**config.mk**
```make
export PLATFORM = sky130hd
export DESIGN_NAME = imem_loader
export DESIGN_NICKNAME = d
export VERILOG_FILES = /design/src/rtl/imem_loader.sv
export SDC_FILE = /design/constraint.sdc
export NUM_CORES = 1
export LEC_CHECK = 0
export ABC_AREA = 1
export BUFFER_PORTS_ARGS = -buffer_cell sky130_fd_sc_hd__buf_4
export CAP_MARGIN = 25
export CORE_MARGIN = 3
export CORE_UTILIZATION = 50
export DETAILED_ROUTE_END_ITERATION = 6
export PLACE_DENSITY = 0.79
export REMOVE_ABC_BUFFERS = 1
export SLEW_MARGIN = 20
export SYNTH_ARGS = -nofsm -noshare
export SYNTH_HDL_FRONTEND = slang
export SYNTH_SLANG_ARGS = --single-unit
```
**constraint.sdc**
```tcl
create_clock -name clk -period 1.72 [get_ports clk]
set_input_delay 0.086 -clock clk [delete_from_list [all_inputs] [get_ports clk]]
set_output_delay 0.086 -clock clk [all_outputs]
set_load 0.01 [all_outputs]
```
**src/rtl/imem_loader.sv**
```systemverilog
// Boot-time instruction-memory writer: assembles big-endian words from a byte
// stream and writes them to consecutive word addresses while holding the CPU.
module imem_loader #(
    parameter int ADDR_W = 8
) (
    input  logic              clk,
    input  logic              rst_n,
    input  logic              start,
    input  logic [ADDR_W:0]   word_count,
    input  logic              byte_valid,
    input  logic [7:0]        byte_data,
    output logic              byte_ready,
    output logic              mem_we,
    output logic [31:0]       mem_addr,
    output logic [31:0]       mem_wdata,
    output logic              cpu_hold,
    output logic              done,
    output logic              err
);

    typedef enum logic [1:0] {
        S_IDLE  = 2'd0,
        S_RECV  = 2'd1,
        S_WRITE = 2'd2,
        S_DONE  = 2'd3
    } state_t;

    localparam logic [ADDR_W:0] LP_CAP = {1'b1, {ADDR_W{1'b0}}};

    state_t            r_state;
    state_t            w_next;
    logic [ADDR_W:0]   r_count;
    logic [ADDR_W:0]   r_word_idx;
    logic [1:0]        r_byte_idx;
    logic [31:0]       r_word;
    logic              r_err;

    logic              w_start_seen;
    logic              w_start_big;
    logic              w_start_zero;
    logic              w_byte_acc;
    logic              w_last_byte;
    logic [ADDR_W:0]   w_word_idx_inc;
    logic              w_last_word;

    assign w_start_seen   = start && ((r_state == S_IDLE) || (r_state == S_DONE));
    assign w_start_big    = (word_count > LP_CAP);
    assign w_start_zero   = (word_count == '0);
    assign w_byte_acc     = (r_state == S_RECV) && byte_valid;
    assign w_last_byte    = w_byte_acc && (r_byte_idx == 2'd3);
    assign w_word_idx_inc = r_word_idx + {{ADDR_W{1'b0}}, 1'b1};
    assign w_last_word    = (w_word_idx_inc == r_count);

    always_ff @(posedge clk or negedge rst_n) begin
        if (!rst_n) begin
            r_state <= S_IDLE;
        end else begin
            r_state <= w_next;
        end
    end

    always_comb begin
        w_next = r_state;
        case (r_state)
            S_IDLE, S_DONE: begin
                // An oversize request always parks the loader in IDLE, even from DONE
                if (start) begin
                    if (w_start_big) begin
                        w_next = S_IDLE;
                    end else if (w_start_zero) begin
                        w_next = S_DONE;
                    end else begin
                        w_next = S_RECV;
                    end
                end
            end
            S_RECV: begin
                if (w_last_byte) begin
                    w_next = S_WRITE;
                end
            end
            S_WRITE: begin
                w_next = w_last_word ? S_DONE : S_RECV;
            end
            default: w_next = S_IDLE;
        endcase
    end

    always_ff @(posedge clk or negedge rst_n) begin
        if (!rst_n) begin
            r_count    <= '0;
            r_word_idx <= '0;
            r_byte_idx <= 2'd0;
            r_word     <= 32'd0;
            r_err      <= 1'b0;
        end else begin
            if (w_start_seen) begin
                r_err <= w_start_big;
                if (!w_start_big) begin
                    r_count    <= word_count;
                    r_word_idx <= '0;
                    r_byte_idx <= 2'd0;
                end
            end
            // Index wraps 3 -> 0 on the fourth byte, ready for the next word
            if (w_byte_acc) begin
                r_word     <= {r_word[23:0], byte_data};
                r_byte_idx <= r_byte_idx + 2'd1;
            end
            if (r_state == S_WRITE) begin
                r_word_idx <= w_word_idx_inc;
            end
        end
    end

    assign byte_ready = (r_state == S_RECV);
    assign mem_we     = (r_state == S_WRITE);
    assign mem_addr   = {{(32 - ADDR_W - 3){1'b0}}, r_word_idx, 2'b00};
    assign mem_wdata  = r_word;
    assign cpu_hold   = (r_state != S_DONE);
    assign done       = (r_state == S_DONE);
    assign err        = r_err;

endmodule
```
==> Word-level counts from Yosys, hierarchy flattened <==
Cells that the tools add are included.
{ "op_classes": {"addsub": 2, "multipliers": 0, "div_mod_pow": 0, "n_lt_le_gt_ge": 1, "n_eq_ne": 10, "shift": 0, "mux": 12, "bitwise": 1, "n_reduce_logical": 13} }
{ "ops": {"columns": ["op", "n"], "rows": [
  ["$mux W9", 3],
  ["$mux W2", 8],
  ["$add A9 B1 Y9 const B", 1],
  ["$eq A9 B9 Y1", 1],
  ["$gt A9 B9 Y1 const B", 1],
  ["$logic_not A9 Y1", 1],
  ["$reduce_and A2 Y1", 4],
  ["$eq A2 B2 Y1 const B", 3],
  ["$ne A2 B2 Y1 const B", 3],
  ["$pmux W2 S3", 1],
  ["$ne A2 B1 Y1 const B", 2],
  ["$reduce_bool A2 Y1", 2],
  ["$logic_and A1 B1 Y1", 3],
  ["$add A2 B1 Y2 const B", 1],
  ["$eq A2 B1 Y1 const B", 1],
  ["$logic_not A2 Y1", 1],
  ["$reduce_or A2 Y1", 1],
  ["$logic_or A1 B1 Y1", 1],
  ["$not A1 Y1", 1]
]} }
{ "word_totals": {"ff_bits": 55, "latch_bits": 0, "mem_bits_rw": 0, "romBits": 0, "input_bits": 21, "output_inout_bits": 69, "elab_cells": 45, "memories": 0} }

==> Longest topological paths before layout <==
Gate-level depths: netlist of the first run.
{ "logic_depth": {"depth_word": 5, "mapped_depth": 14} }

==> Worst setup path after synthesis of the first run <==
Ideal clock, no wire load.
{ "synth_path": {"path_kind": "register -> register", "startpoint": "register r_state[1]", "endpoint": "register r_word[10], in the netlist mem_wdata[10]", "arrival_time_ns": 1.500, "t_required_ns": 1.595, "slack_ns": 0.095, "stages_incl_launch_ff": 6, "path_buffers": 1, "period_less_slack_ns": 1.625, "cell_sequence": "dfrtp_1 inv_1 ha_1 nand2_1 buf_2 mux2_2"} }
{ "synth_via": {"elab_chain_cells": 2} }
{ "synth_rtl": {"columns": ["element", "line_no", "text"], "rows": [
  ["start, declared", "30", "state_t r_state;"],
  ["start signal, assigned", "58", "r_state <= w_next;"],
  ["$eq A2 B1 Y1", null, null],
  ["net byte_ready", "12", "output logic byte_ready,"],
  ["$logic_and A1 B1 Y1", "49", "assign w_byte_acc = (r_state == S_RECV) && byte_valid;"],
  ["end signal, assigned", "107", "r_word <= {r_word[23:0], byte_data};"],
  ["end, declared", "35", "logic [31:0] r_word;"]
]} }
The timed path passes the listed nets, and every way through them passes these cells.
A chain may end at the register's enable or synchronous reset.

==> Worst setup path in the final report of the first run <==
{ "layout_path": {"startpoint": "register r_state[0]", "endpoint": "register r_count[8]"} }
{ "layout_via": {"elab_chain_cells": 4} }
{ "layout_rtl": {"columns": ["element", "line_no", "text"], "rows": [
  ["$eq A2 B2 Y1 or $logic_not A2 Y1 (tied branches)", "46", "assign w_start_seen = start && ((r_state == S_IDLE) || (r_state == S_DONE));"],
  ["$logic_or A1 B1 Y1 (*)", "46", null],
  ["$logic_and A1 B1 Y1 (*)", "46", null],
  ["$reduce_and A2 Y1 (no source line) (*)", null, null],
  ["end signal, assigned", "100", "r_count <= word_count;"],
  ["end, declared", "32", "logic [ADDR_W:0] r_count;"]
]} }
Mark *: on every way between the ends. The rest lies on a longest branch, timed or not.

==> results of run 1 <==
## where the power goes
part	switching [W]	total, W	leakage [nW]	internal (W)
combinational	0.00137	0.00286	0.998	0.00150
sequential	0.000500	0.00242	0.676	0.00192
clock	0.000426	0.000720	0.0418	0.000294
total	0.00229	0.00600	1.72	0.00371
## path summary, 6_finish.rpt
check,start,endpoint,cells after the start
min in group asynchronous,rst_n,r_word_idx[2]$_DFFE_PN0P_,2
worst max register to register,r_state[0]$_DFFE_PN0P_,r_count[8]$_DFFE_PN0P_,6
worst min-delay path,byte_valid,r_byte_idx[1]$_DFFE_PN0P_,3
worst min register to register,mem_wdata[31]$_DFFE_PN0P_,mem_wdata[31]$_DFFE_PN0P_,2
worst max-delay path,r_state[0]$_DFFE_PN0P_,r_count[8]$_DFFE_PN0P_,6
max in group asynchronous,rst_n,r_word_idx[3]$_DFFE_PN0P_,2
## cell usage after synthesis, drive strengths merged
| cell type | count |
|---|---|
| nand4 | 4 |
| nand2 | 53 |
| clkbuf | 2 |
| nor2 | 14 |
| buf | 26 |
| a31oi | 1 |
| mux2 | 30 |
| xnor2 | 1 |
| conb | 1 |
| a21boi | 1 |
| clkinv | 1 |
| inv | 30 |
| nand3 | 24 |
| a21oi | 4 |
| a22oi | 1 |
| dfrtp | 55 |
| o21ai | 18 |
| nor3 | 1 |
| o22ai | 4 |
| ha | 5 |
| o21bai | 2 |
| nand3b | 1 |
## per-layer routing
| layer | share of wire (%) | global-route usage, % | up-vias |
|---|---|---|---|
| met5 | 0 | 0 | - |
| li1 | - | - | 1037 |
| met4 | 1.2 | 5.84 | 0 |
| met1 | 39 | 22.8 | 1034 |
| met3 | 8.3 | 5.42 | 6 |
| met2 | 51 | 34.2 | 90 |
## sequential cells by signal, summed over array words and instances (netlist names)
register / count
r_state: 2
err: 1
mem_wdata: 32
r_word_idx: 9
r_count: 9
r_byte_idx: 2
## metrics by stage
step	instances	utilization [%]	setup WS, ns
2_1_floorplan	273	-	-0.243
3_3_place_gp	416	62.4	0.196
3_5_place_dp	416	62.4	0.0994
4_1_cts	430	65.3	0.0703
5_1_grt	433	66.4	-0.00675
6_report	433	66.4	0.159
## logic make-up (layout without fill, tap and decap cells)
group | after synthesis | after routing | share of synthesized area [%]
compound gates | 31 | 31 | 6.36
fa+ha+maj | 5 | 5 | 2.32
other cells | 1 | 23 | 0.139
buf+inv | 59 | 121 | 11.6
mux | 30 | 30 | 12.5
flops | 55 | 55 | 51.1
xor+xnor | 1 | 1 | 0.325
simple gates | 97 | 97 | 15.7
## layout make-up
type,instances,area [µm²]
Clock buffer,6,72.6
Clock inverter,2,16.3
Fill cell,430,1740
Inverter,31,116
Multi-Input combinational cell,187,1110
Sequential cell,55,1380
Tap cell,70,87.6
Timing Repair Buffer,82,651
## worst reg2reg max path, cell delays in order, from the launching register on
cell and delay, ns:
sky130_fd_sc_hd__dfrtp_1 0.39, sky130_fd_sc_hd__inv_1 0.07, sky130_fd_sc_hd__ha_1 0.38, sky130_fd_sc_hd__nand3_1 0.21, sky130_fd_sc_hd__buf_4 0.25, sky130_fd_sc_hd__nand2_1 0.07
sky130_fd_sc_hd__o21ai_0 0.08
## what timing repair did
action	in CTS	in global routing
hold buffers	6	3
resized for setup	0	7
setup endpoints to repair	0	3
buffers inserted	0	0
endpoints found under the hold margin	60	3
==> impl_metrics.sql, run 1 <==
INSERT INTO impl_metrics (metric_group, metric, value, unit) VALUES
('floorplan', 'die_x', '79.4', 'µm'),
('clock_tree', 'cts_sinks', '55', ''),
('timing', 'setup_viol', '0', ''),
('setup_path', 'critPathMaxStageDelay', '0.39', 'ns'),
('timing', 'layout_min_cycle_time', '1.56', 'ns'),
('power', 'irDropWorstVdd', '1.02', 'mV'),
('floorplan', 'floorplan.rows', '26', ''),
('routing', 'dr.pass1.iters', '4', ''),
('setup_path', 'critPathSlowestCell', 'sky130_fd_sc_hd__dfrtp_1', ''),
('setup_path', 'worst-path-max-fanout', '18', ''),
('routing', 'route.detailed.wl_per_inst', '13.0', 'µm'),
('timing', 'worst_slew_pin_slew', '0.678', 'ns'),
('grt', 'globalRouteOverflowTotal', '0', ''),
('grt', 'track_usage', '19.3', '%'),
('routing', 'totalWireLength', '5630', 'µm'),
('routing', 'drc', '0', ''),
('grt', 'grt_max_degree', '56', ''),
('setup_path', 'worst-endpoint-required', '1.91', 'ns'),
('setup_path', 'crit_family', 'flip-flops', ''),
('cells_and_area', 'fraction_of_final_layout_cells_sized_beyond_drive_strength_1', '32.2', '%'),
('setup_path', 'ff2ff_setup_slack', '0.16', 'ns'),
('synthesis', 'synthesized_instance_count', '279', ''),
('timing', 'max_slew_margin', '54.8', '%'),
('synthesis', 'netlist_area', '2690', 'µm²'),
('floorplan', 'start_util', '52.1', '%'),
('setup_path', 'cp_cell_sequence', 'inv_1, ha_1, nand3_1, buf_4, nand2_1, o21ai_0', ''),
('min_path', 'timing.hold.worst.class', 'in -> reg', ''),
('setup_path', 'setup.worst_path.class', 'reg -> reg', ''),
('floorplan', 'design.portCount', '90', ''),
('timing', 'final_max_slew_viol_count', '0', ''),
('clock_tree', 'htreeDepth', '2', ''),
('synthesis', 'portion_of_synthesized_cell_area_occupied_by_the_leading_cell_type', '51.1', '%'),
('synthesis', 'syn-mean-instance-area', '9.66', 'µm²'),
('clock_tree', 'cts_tree', 'done', ''),
('timing', 'setup_repair_after_global_routing_missed_its_margin', 'true', ''),
('routing', 'drt_iter0_drc', '80', ''),
('timing', 'finalHoldViolCount', '0', ''),
('synthesis', 'synth_area_leaders', 'sky130_fd_sc_hd__dfrtp_1, sky130_fd_sc_hd__mux2_2, sky130_fd_sc_hd__nand2_1, sky130_fd_sc_hd__buf_4, sky130_fd_sc_hd__nand3_1', ''),
('floorplan', 'die_area', '6300', 'µm²'),
('routing', 'detail-route-antenna-nets', '0', ''),
('placed_design', 'io_buffer_count', '66', ''),
('setup_path', 'critPathLaunchType', 'flop', ''),
('cells_and_area', 'syn2layout_area_growth', '27.4', '%'),
('routing', 'dr_total_vias', '2167', ''),
('floorplan', 'coreArea', '5170', 'µm²'),
('timing', 'final.setup.tns', '0', 'ns'),
('setup_path', 'worst_ep_arrival_time', '1.75', 'ns'),
('routing', 'post_drt_via_cell_ratio', '5.00', ''),
('grt', 'global_route_wire_length_before_repair', '9620', 'µm'),
('power', 'p_total', '0.00600', 'W'),
('synthesis', 'synthesized_flop_and_latch_total', '55', ''),
('synthesis', 'synth_cell_type_count', '27', ''),
('timing', 'finClkSkew', '0.00512', 'ns'),
('synthesis', 'yosysWarningCount', '0', ''),
('setup_path', 'timing.critical_path.to_type', 'flop', ''),
('clock_tree', 'root_buffer', 'sky130_fd_sc_hd__clkbuf_8', ''),
('synthesis', 'post_synth_top_area_cell', 'sky130_fd_sc_hd__dfrtp_1', ''),
('floorplan', 'die_h', '79.4', 'µm'),
('clock_tree', 'cts_max_path_buffers', '2', ''),
('synthesis', 'synth-seq-area-share', '51.1', '%'),
('cells_and_area', 'mostFrequentLayoutCell', 'sky130_fd_sc_hd__buf_4', ''),
('cells_and_area', 'design.final.nets', '388', ''),
('timing', 'timing.fmax', '0.641', 'GHz'),
('timing', 'timing.hold.ws', '0.0394', 'ns'),
('run', 'max-cap-violations', '0', ''),
('grt', 'grt_pass1_vias', '2109', ''),
('status', 'run_status', 'completed', ''),
('timing', 'fin_crit_sh', '90.8', '%'),
('grt', 'antenna_found_initial', '0', ''),
('clock_tree', 'cts.reportedPaths.clkPinSlew', '0.10', 'ns'),
('cells_and_area', 'final_design_area_no_fill', '3430', 'µm²'),
('clock_tree', 'insertion_delay', '0.30', 'ns'),
('power', 'power_density', '1750', 'nW/µm²'),
('placed_design', 'post-dp-hpwl', '4110', 'µm'),
('clock_tree', 'cts_made_buffers', '5', ''),
('cells_and_area', 'antennaDiodeCount', '0', ''),
('placed_design', 'placement.cell_area', '3230', 'µm²'),
('placed_design', 'globalplace.congestion', '0.867', ''),
('cells_and_area', 'mostFrequentLayoutCells', 'sky130_fd_sc_hd__buf_4, sky130_fd_sc_hd__dfrtp_1, sky130_fd_sc_hd__nand2_1', ''),
('power', 'power.leakage', '1.72', 'nW'),
('setup_path', 'crit_buf_inv', '2', '');
Note: power is estimated with default switching activity, not from simulation.
==> run 2, diff against run 1 <==
--- a/config.mk
+++ b/config.mk
@@ -8,6 +8,7 @@
 export ABC_AREA = 1
 export BUFFER_PORTS_ARGS = -buffer_cell sky130_fd_sc_hd__buf_4
 export CAP_MARGIN = 25
+export CORE_ASPECT_RATIO = 0.8
 export CORE_MARGIN = 3
 export CORE_UTILIZATION = 50
 export DETAILED_ROUTE_END_ITERATION = 6
==> impl_metrics.sql, run 2 (synthesis results as in run 1) <==
INSERT INTO impl_metrics (metric_group, metric, value, unit) VALUES
('timing', 'finalHoldViolCount', '0', ''),
('cells_and_area', 'layoutNonFillerInstCount', '427', ''),
('power', 'share_seq_of_total_power', '39.9', '%'),
('cells_and_area', 'mostFrequentLayoutCell', 'sky130_fd_sc_hd__buf_4', ''),
('placed_design', 'globalplace.congestion', '0.879', ''),
('routing', 'drt_iter0_drc', '75', ''),
('routing', 'drc', '0', ''),
('setup_path', 'ff2ff_path_depth', '6', ''),
('cells_and_area', 'mostFrequentLayoutCells', 'sky130_fd_sc_hd__buf_4, sky130_fd_sc_hd__nand2_1, sky130_fd_sc_hd__dfrtp_1', ''),
('status', 'run_status', 'completed', ''),
('placed_design', 'io_buffer_count', '66', ''),
('clock_tree', 'root_buffer', 'sky130_fd_sc_hd__clkbuf_8', ''),
('timing', 'layout_min_cycle_time', '1.61', 'ns'),
('power', 'irDropWorstVdd', '1.01', 'mV'),
('power', 'p_int', '0.00374', 'W'),
('clock_tree', 'insertion_delay', '0.31', 'ns'),
('timing', 'timing.hold.ws', '0.0257', 'ns'),
('timing', 'final.setup.tns', '0', 'ns'),
('floorplan', 'floorplan.rows', '23', ''),
('floorplan', 'coreArea', '5090', 'µm²'),
('min_path', 'timing.hold.worst.class', 'in -> reg', ''),
('cells_and_area', 'fraction_of_final_layout_cells_sized_beyond_drive_strength_1', '33.7', '%'),
('timing', 'timing.fmax', '0.621', 'GHz'),
('setup_path', 'worst-path-max-fanout', '7', ''),
('clock_tree', 'htreeDepth', '2', ''),
('power', 'p_sw_share', '38.4', '%'),
('floorplan', 'start_util', '52.9', '%'),
('grt', 'grt_pass1_vias', '1965', ''),
('cells_and_area', 'antennaDiodeCount', '0', ''),
('power', 'power.leakage', '1.73', 'nW'),
('setup_path', 'worst-endpoint-required', '1.95', 'ns'),
('timing', 'worst_slew_pin_slew', '0.671', 'ns'),
('cells_and_area', 'design.final.nets', '390', ''),
('timing', 'final_max_slew_viol_count', '0', ''),
('setup_path', 'critPathLaunchType', 'flop', ''),
('timing', 'setup_repair_after_global_routing_missed_its_margin', 'true', ''),
('clock_tree', 'cts_tree', 'done', ''),
('clock_tree', 'cts.reportedPaths.clkPinSlew', '0.11', 'ns'),
('run', 'max-cap-violations', '0', ''),
('clock_tree', 'cts_made_buffers', '5', ''),
('cells_and_area', 'syn2layout_area_growth', '28.2', '%'),
('power', 'comb_power_share', '47.4', '%'),
('timing', 'fin_crit_sh', '93.6', '%'),
('min_path', 'min_path_cells', '3', ''),
('routing', 'totalWireLength', '5560', 'µm'),
('grt', 'global_route_wire_length_before_repair', '9250', 'µm'),
('routing', 'route.detailed.wl_per_inst', '13.0', 'µm'),
('timing', 'finClkSkew', '0.00972', 'ns'),
('floorplan', 'die_h', '71.7', 'µm'),
('timing', 'setup_viol', '0', ''),
('power', 'p_clk_share', '12.7', '%'),
('cells_and_area', 'largest_register_ff_count', '32', ''),
('floorplan', 'die_x', '88.1', 'µm'),
('cells_and_area', 'fin_util', '67.8', '%'),
('setup_path', 'worst_ep_arrival_time', '1.84', 'ns'),
('routing', 'post_drt_via_cell_ratio', '5.00', ''),
('grt', 'grt_max_degree', '56', ''),
('routing', 'dr.pass1.iters', '5', ''),
('placed_design', 'placed_cells', '408', ''),
('setup_path', 'setup.worst_path.class', 'reg -> reg', ''),
('timing', 'max_slew_margin', '55.2', '%'),
('placed_design', 'post-dp-hpwl', '4020', 'µm'),
('power', 'power_density', '1760', 'nW/µm²'),
('grt', 'globalRouteOverflowTotal', '0', ''),
('clock_tree', 'cts_sinks', '55', ''),
('power', 'netSwitchingPower', '0.00234', 'W'),
('routing', 'dr_total_vias', '2135', ''),
('grt', 'antenna_found_initial', '0', ''),
('floorplan', 'die_area', '6310', 'µm²'),
('clock_tree', 'cts_max_path_buffers', '2', ''),
('routing', 'detail-route-antenna-nets', '0', ''),
('grt', 'track_usage', '18.8', '%'),
('floorplan', 'design.portCount', '90', ''),
('setup_path', 'timing.critical_path.to_type', 'flop', '');
run 2: path summary, 6_finish.rpt:
| kind | start | end | slack (ns) |
|---|---|---|---|
| hold reg to reg | r_byte_idx[0]$_DFFE_PN0P_ | r_byte_idx[0]$_DFFE_PN0P_ | 0.51 |
| setup / recovery | r_state[0]$_DFFE_PN0P_ | r_state[0]$_DFFE_PN0P_ | 0.11 |
| setup reg to reg | r_state[0]$_DFFE_PN0P_ | r_state[0]$_DFFE_PN0P_ | 0.11 |
| max in group asynchronous | rst_n | r_word_idx[3]$_DFFE_PN0P_ | 0.89 |
| hold / removal | byte_valid | r_byte_idx[1]$_DFFE_PN0P_ | 0.03 |
| min in group asynchronous | rst_n | mem_wdata[2]$_DFFE_PN0P_ | 0.34 |
run 2: area by class of cell:
| cell class | instances | area [µm²] |
|---|---|---|
| timing repair buffer | 84 | 668 |
| sequential | 55 | 1380 |
| inverter | 31 | 116 |
| clock inverter | 3 | 28.8 |
| multi-input combinational | 187 | 1110 |
| clock buffer | 5 | 68.8 |
| fill | 424 | 1640 |
| tap | 62 | 77.6 |
run 2: metal layers:
layer  track usage [%]  wire (µm)  part of all wire [%]
met3              6.67        491                   8.8
met5                 0          0                     0
met1              25.0       2430                    44
met2              28.5       2570                    46
met4              6.88         67                   1.2
run 2: what timing repair did:
| item | CTS | global route |
|---|---|---|
| resized for setup | 0 | 10 |
| setup buffers | 0 | 1 |
| setup endpoints to repair | 0 | 1 |
| hold buffers | 10 | 0 |
| hold endpoints to repair | 64 | 0 |
run 2: critical path, cell delays in order (launching register included):
cell and delay [ns]:
sky130_fd_sc_hd__dfrtp_1 0.39, sky130_fd_sc_hd__inv_1 0.07, sky130_fd_sc_hd__ha_1 0.40, sky130_fd_sc_hd__inv_1 0.08, sky130_fd_sc_hd__o21ai_0 0.35, sky130_fd_sc_hd__a21oi_1 0.08, sky130_fd_sc_hd__a22oi_1 0.18
run 2: metrics by stage:
stage	power [W]	instance area [µm²]	worst slack (ns)
global placement	0.00515	3220	0.138
CTS	0.00608	3420	0.0366
global route	0.00658	3450	-0.0266
detailed placement	0.00526	3220	0.0794
finish	0.00608	3450	0.109
floorplan	0.00393	2580	-0.243
run 2: power groups by stage:
stage | Sequential (W) | Combinational (W) | Clock, W
floorplan | 0.00257 | 0.00136 | 0
global placement | 0.00240 | 0.00276 | 0
detailed placement | 0.00243 | 0.00284 | 0
CTS | 0.00240 | 0.00287 | 0.000806
global route | 0.00251 | 0.00321 | 0.000862
finish | 0.00242 | 0.00288 | 0.000773
==> run 3, diff against run 2 <==
--- a/config.mk
+++ b/config.mk
@@ -6,6 +6,7 @@
 export NUM_CORES = 1
 export LEC_CHECK = 0
 export ABC_AREA = 1
+export ABC_CLOCK_PERIOD_IN_PS = 1720
 export BUFFER_PORTS_ARGS = -buffer_cell sky130_fd_sc_hd__buf_4
 export CAP_MARGIN = 25
 export CORE_ASPECT_RATIO = 0.8
@@ -14,6 +15,7 @@
 export DETAILED_ROUTE_END_ITERATION = 6
 export PLACE_DENSITY = 0.79
 export REMOVE_ABC_BUFFERS = 1
+export SETUP_SLACK_MARGIN = 0.02
 export SLEW_MARGIN = 20
 export SYNTH_ARGS = -nofsm -noshare
 export SYNTH_HDL_FRONTEND = slang
==> constraint.sdc (replaced) <==
create_clock -name clk -period 1.72 [get_ports clk]
set_input_delay 0.172 -clock clk [delete_from_list [all_inputs] [get_ports clk]]
set_output_delay 0.172 -clock clk [all_outputs]
set_load 0.01 [all_outputs]
==> impl_metrics.sql, run 3 (synthesis results as in run 1) <==
INSERT INTO impl_metrics (metric_group, metric, value, unit) VALUES
('floorplan', 'die_area', '6310', 'µm²'),
('clock_tree', 'root_buffer', 'sky130_fd_sc_hd__clkbuf_8', ''),
('setup_path', 'crit_end', 'r_state[1]$_DFFE_PN0P_', ''),
('floorplan', 'start_util', '52.9', '%'),
('setup_path', 'ff2ff_setup_slack', '0.11', 'ns'),
('setup_path', 'crit_family', 'simple AND/OR/NAND/NOR gates', ''),
('floorplan', 'die_h', '71.7', 'µm'),
('setup_path', 'cp_cell_sequence', 'ha_2, inv_1, nand2_1, nand3_1, nor2_1, nand2_1, nor2_1, nand3_1, nor2_1, nand2_1, nand2_1, nand2_1, nand2_1', ''),
('routing', 'drt_iter0_drc', '96', ''),
('timing', 'timing.hold.ws', '0.0786', 'ns'),
('setup_path', 'cp_num_cells', '13', ''),
('setup_path', 'r2r-start', 'r_word_idx[0]$_DFFE_PN0P_', ''),
('timing', 'finClkSkew', '0.00564', 'ns'),
('timing', 'fin_crit_sh', '93.5', '%'),
('routing', 'totalWireLength', '5560', 'µm'),
('run', 'max-cap-violations', '0', ''),
('placed_design', 'post_place_setup_slack', '-0.0298', 'ns'),
('routing', 'route.detailed.wl_per_inst', '13.3', 'µm'),
('routing', 'dr_total_vias', '2124', ''),
('cells_and_area', 'antennaDiodeCount', '0', ''),
('cells_and_area', 'largest_register_ff_count', '32', ''),
('timing', 'finalHoldViolCount', '0', ''),
('grt', 'track_usage', '19.3', '%'),
('timing', 'final.setup.tns', '0', 'ns'),
('timing', 'setup_repair_after_global_routing_missed_its_margin', 'true', ''),
('setup_path', 'timing.critical_path.to_type', 'flop', ''),
('placed_design', 'globalplace.congestion', '0.838', ''),
('timing', 'max_slew_margin', '54.6', '%'),
('timing', 'setup_viol', '0', ''),
('placed_design', 'post-dp-hpwl', '4170', 'µm'),
('clock_tree', 'htreeDepth', '2', ''),
('min_path', 'timing.hold.worst.class', 'in -> reg', ''),
('grt', 'grt_max_degree', '56', ''),
('clock_tree', 'insertion_delay', '0.31', 'ns'),
('floorplan', 'die_x', '88.1', 'µm'),
('timing', 'worst_slew_pin_slew', '0.680', 'ns'),
('setup_path', 'cpMostUsedCell', 'sky130_fd_sc_hd__nand2_1', ''),
('floorplan', 'floorplan.rows', '23', ''),
('grt', 'global_route_wire_length_before_repair', '9560', 'µm'),
('cells_and_area', 'final_design_area_no_fill', '3380', 'µm²'),
('cells_and_area', 'fin_util', '66.3', '%'),
('setup_path', 'critPathMaxStageDelay', '0.41', 'ns'),
('routing', 'drc', '0', ''),
('clock_tree', 'cts_max_path_buffers', '2', ''),
('routing', 'detail-route-antenna-nets', '0', ''),
('floorplan', 'design.portCount', '90', ''),
('status', 'run_status', 'completed', ''),
('setup_path', 'critPathSlowestCell', 'sky130_fd_sc_hd__dfrtp_1', ''),
('placed_design', 'io_buffer_count', '66', ''),
('clock_tree', 'cts_tree', 'done', ''),
('routing', 'dr.pass1.iters', '4', ''),
('setup_path', 'setup.worst_path.class', 'reg -> reg', ''),
('cells_and_area', 'mostFrequentLayoutCell', 'sky130_fd_sc_hd__buf_4', ''),
('setup_path', 'worst-path-max-fanout', '2', ''),
('setup_path', 'critPathLaunchType', 'flop', ''),
('placed_design', 'placement.cell_area', '3220', 'µm²'),
('setup_path', 'ff2ff_path_depth', '13', ''),
('grt', 'antenna_found_initial', '0', ''),
('clock_tree', 'cts_made_buffers', '5', ''),
('timing', 'post-route-worst-setup-slack', '0.112', 'ns'),
('cells_and_area', 'fraction_of_final_layout_cells_sized_beyond_drive_strength_1', '34.0', '%'),
('setup_path', 'worst-endpoint-required', '1.98', 'ns'),
('clock_tree', 'cts_sinks', '55', ''),
('setup_path', 'crit_buf_inv', '1', ''),
('power', 'power_density', '1820', 'nW/µm²'),
('setup_path', 'worstSetupStartpoint', 'r_word_idx[0]$_DFFE_PN0P_', ''),
('power', 'power.leakage', '1.71', 'nW'),
('floorplan', 'coreArea', '5090', 'µm²'),
('timing', 'layout_min_cycle_time', '1.61', 'ns'),
('timing', 'timing.fmax', '0.622', 'GHz'),
('grt', 'grt_pass1_vias', '2043', ''),
('routing', 'post_drt_via_cell_ratio', '5.08', ''),
('cells_and_area', 'syn2layout_area_growth', '25.3', '%'),
('grt', 'globalRouteOverflowTotal', '0', ''),
('setup_path', 'r2r-end', 'r_state[1]$_DFFE_PN0P_', ''),
('power', 'irDropWorstVdd', '1.04', 'mV'),
('cells_and_area', 'mostFrequentLayoutCells', 'sky130_fd_sc_hd__buf_4, sky130_fd_sc_hd__dfrtp_1, sky130_fd_sc_hd__nand2_1', ''),
('timing', 'final_max_slew_viol_count', '0', ''),
('setup_path', 'worst_ep_arrival_time', '1.86', 'ns'),
('clock_tree', 'cts.reportedPaths.clkPinSlew', '0.10', 'ns'),
('cells_and_area', 'design.final.nets', '381', '');
run 3: cell types whose count changed in the layout (fill, tap and decap cells not counted), sizes merged:
cell         before  now
bufinv            0    1
clkinvlp          0    1
dlygate4sd3      10    1
inv              33   31
run 3: how the worst min path moves through the flow:
stage	from	depth (start not counted)	end	slack [ns]
after floorplan	rst_n	0	err$_DFFE_PN0P_	-0.12
after global placement	rst_n	1	r_state[1]$_DFFE_PN0P_	0.26
after detailed placement	rst_n	1	r_state[0]$_DFFE_PN0P_	0.25
after CTS	start	2	err$_DFFE_PN0P_	0.07
after global routing	byte_data[6]	2	mem_wdata[6]$_DFFE_PN0P_	0.07
final	start	2	err$_DFFE_PN0P_	0.08
run 3: routing by layer:
| layer | wire length, µm | share of wire [%] | global-route usage (%) |
|---|---|---|---|
| met3 | 484 | 8.7 | 5.98 |
| met5 | 0 | 0 | 0 |
| met2 | 2530 | 46 | 30.3 |
| met4 | 87 | 1.6 | 6.71 |
| met1 | 2450 | 44 | 25.6 |
run 3: where the power goes:
group	internal (W)	switching, W	leakage, nW
clock	0.000439	0.000432	0.0548
combinational	0.00149	0.00138	0.976
sequential	0.00192	0.000502	0.675
run 3: cell type report:
class	instances	area [µm²]
Multi-Input combinational cell	187	1110
Tap cell	62	77.6
Fill cell	449	1720
Clock buffer	5	68.8
Sequential cell	55	1380
Inverter	31	116
Timing Repair Buffer	75	578
Clock inverter	3	46.3
run 3: what timing repair did:
action / CTS / global route
buffers inserted: 1 / 0
hold buffers: 1 / 0
resized for setup: 2 / 6
cloned: 0 / 0
endpoints found under the setup margin: 1 / 18
hold endpoints to repair: 55 / 0
run 3: stage by stage:
stage | instances | power, W
2_1_floorplan | 273 | 0.00393
3_3_place_gp | 408 | 0.00516
3_5_place_dp | 408 | 0.00528
4_1_cts | 418 | 0.00619
5_1_grt | 418 | 0.00667
6_report | 418 | 0.00616
run 3: worst register-to-register path, stage by stage (launching register included):
cell and delay [ns]:
sky130_fd_sc_hd__dfrtp_1 0.41, sky130_fd_sc_hd__ha_2 0.33, sky130_fd_sc_hd__inv_1 0.05, sky130_fd_sc_hd__nand2_1 0.05
sky130_fd_sc_hd__nand3_1 0.07, sky130_fd_sc_hd__nor2_1 0.09, sky130_fd_sc_hd__nand2_1 0.07, sky130_fd_sc_hd__nor2_1 0.08
sky130_fd_sc_hd__nand3_1 0.07, sky130_fd_sc_hd__nor2_1 0.10, sky130_fd_sc_hd__nand2_1 0.07, sky130_fd_sc_hd__nand2_1 0.06
sky130_fd_sc_hd__nand2_1 0.04, sky130_fd_sc_hd__nand2_1 0.06
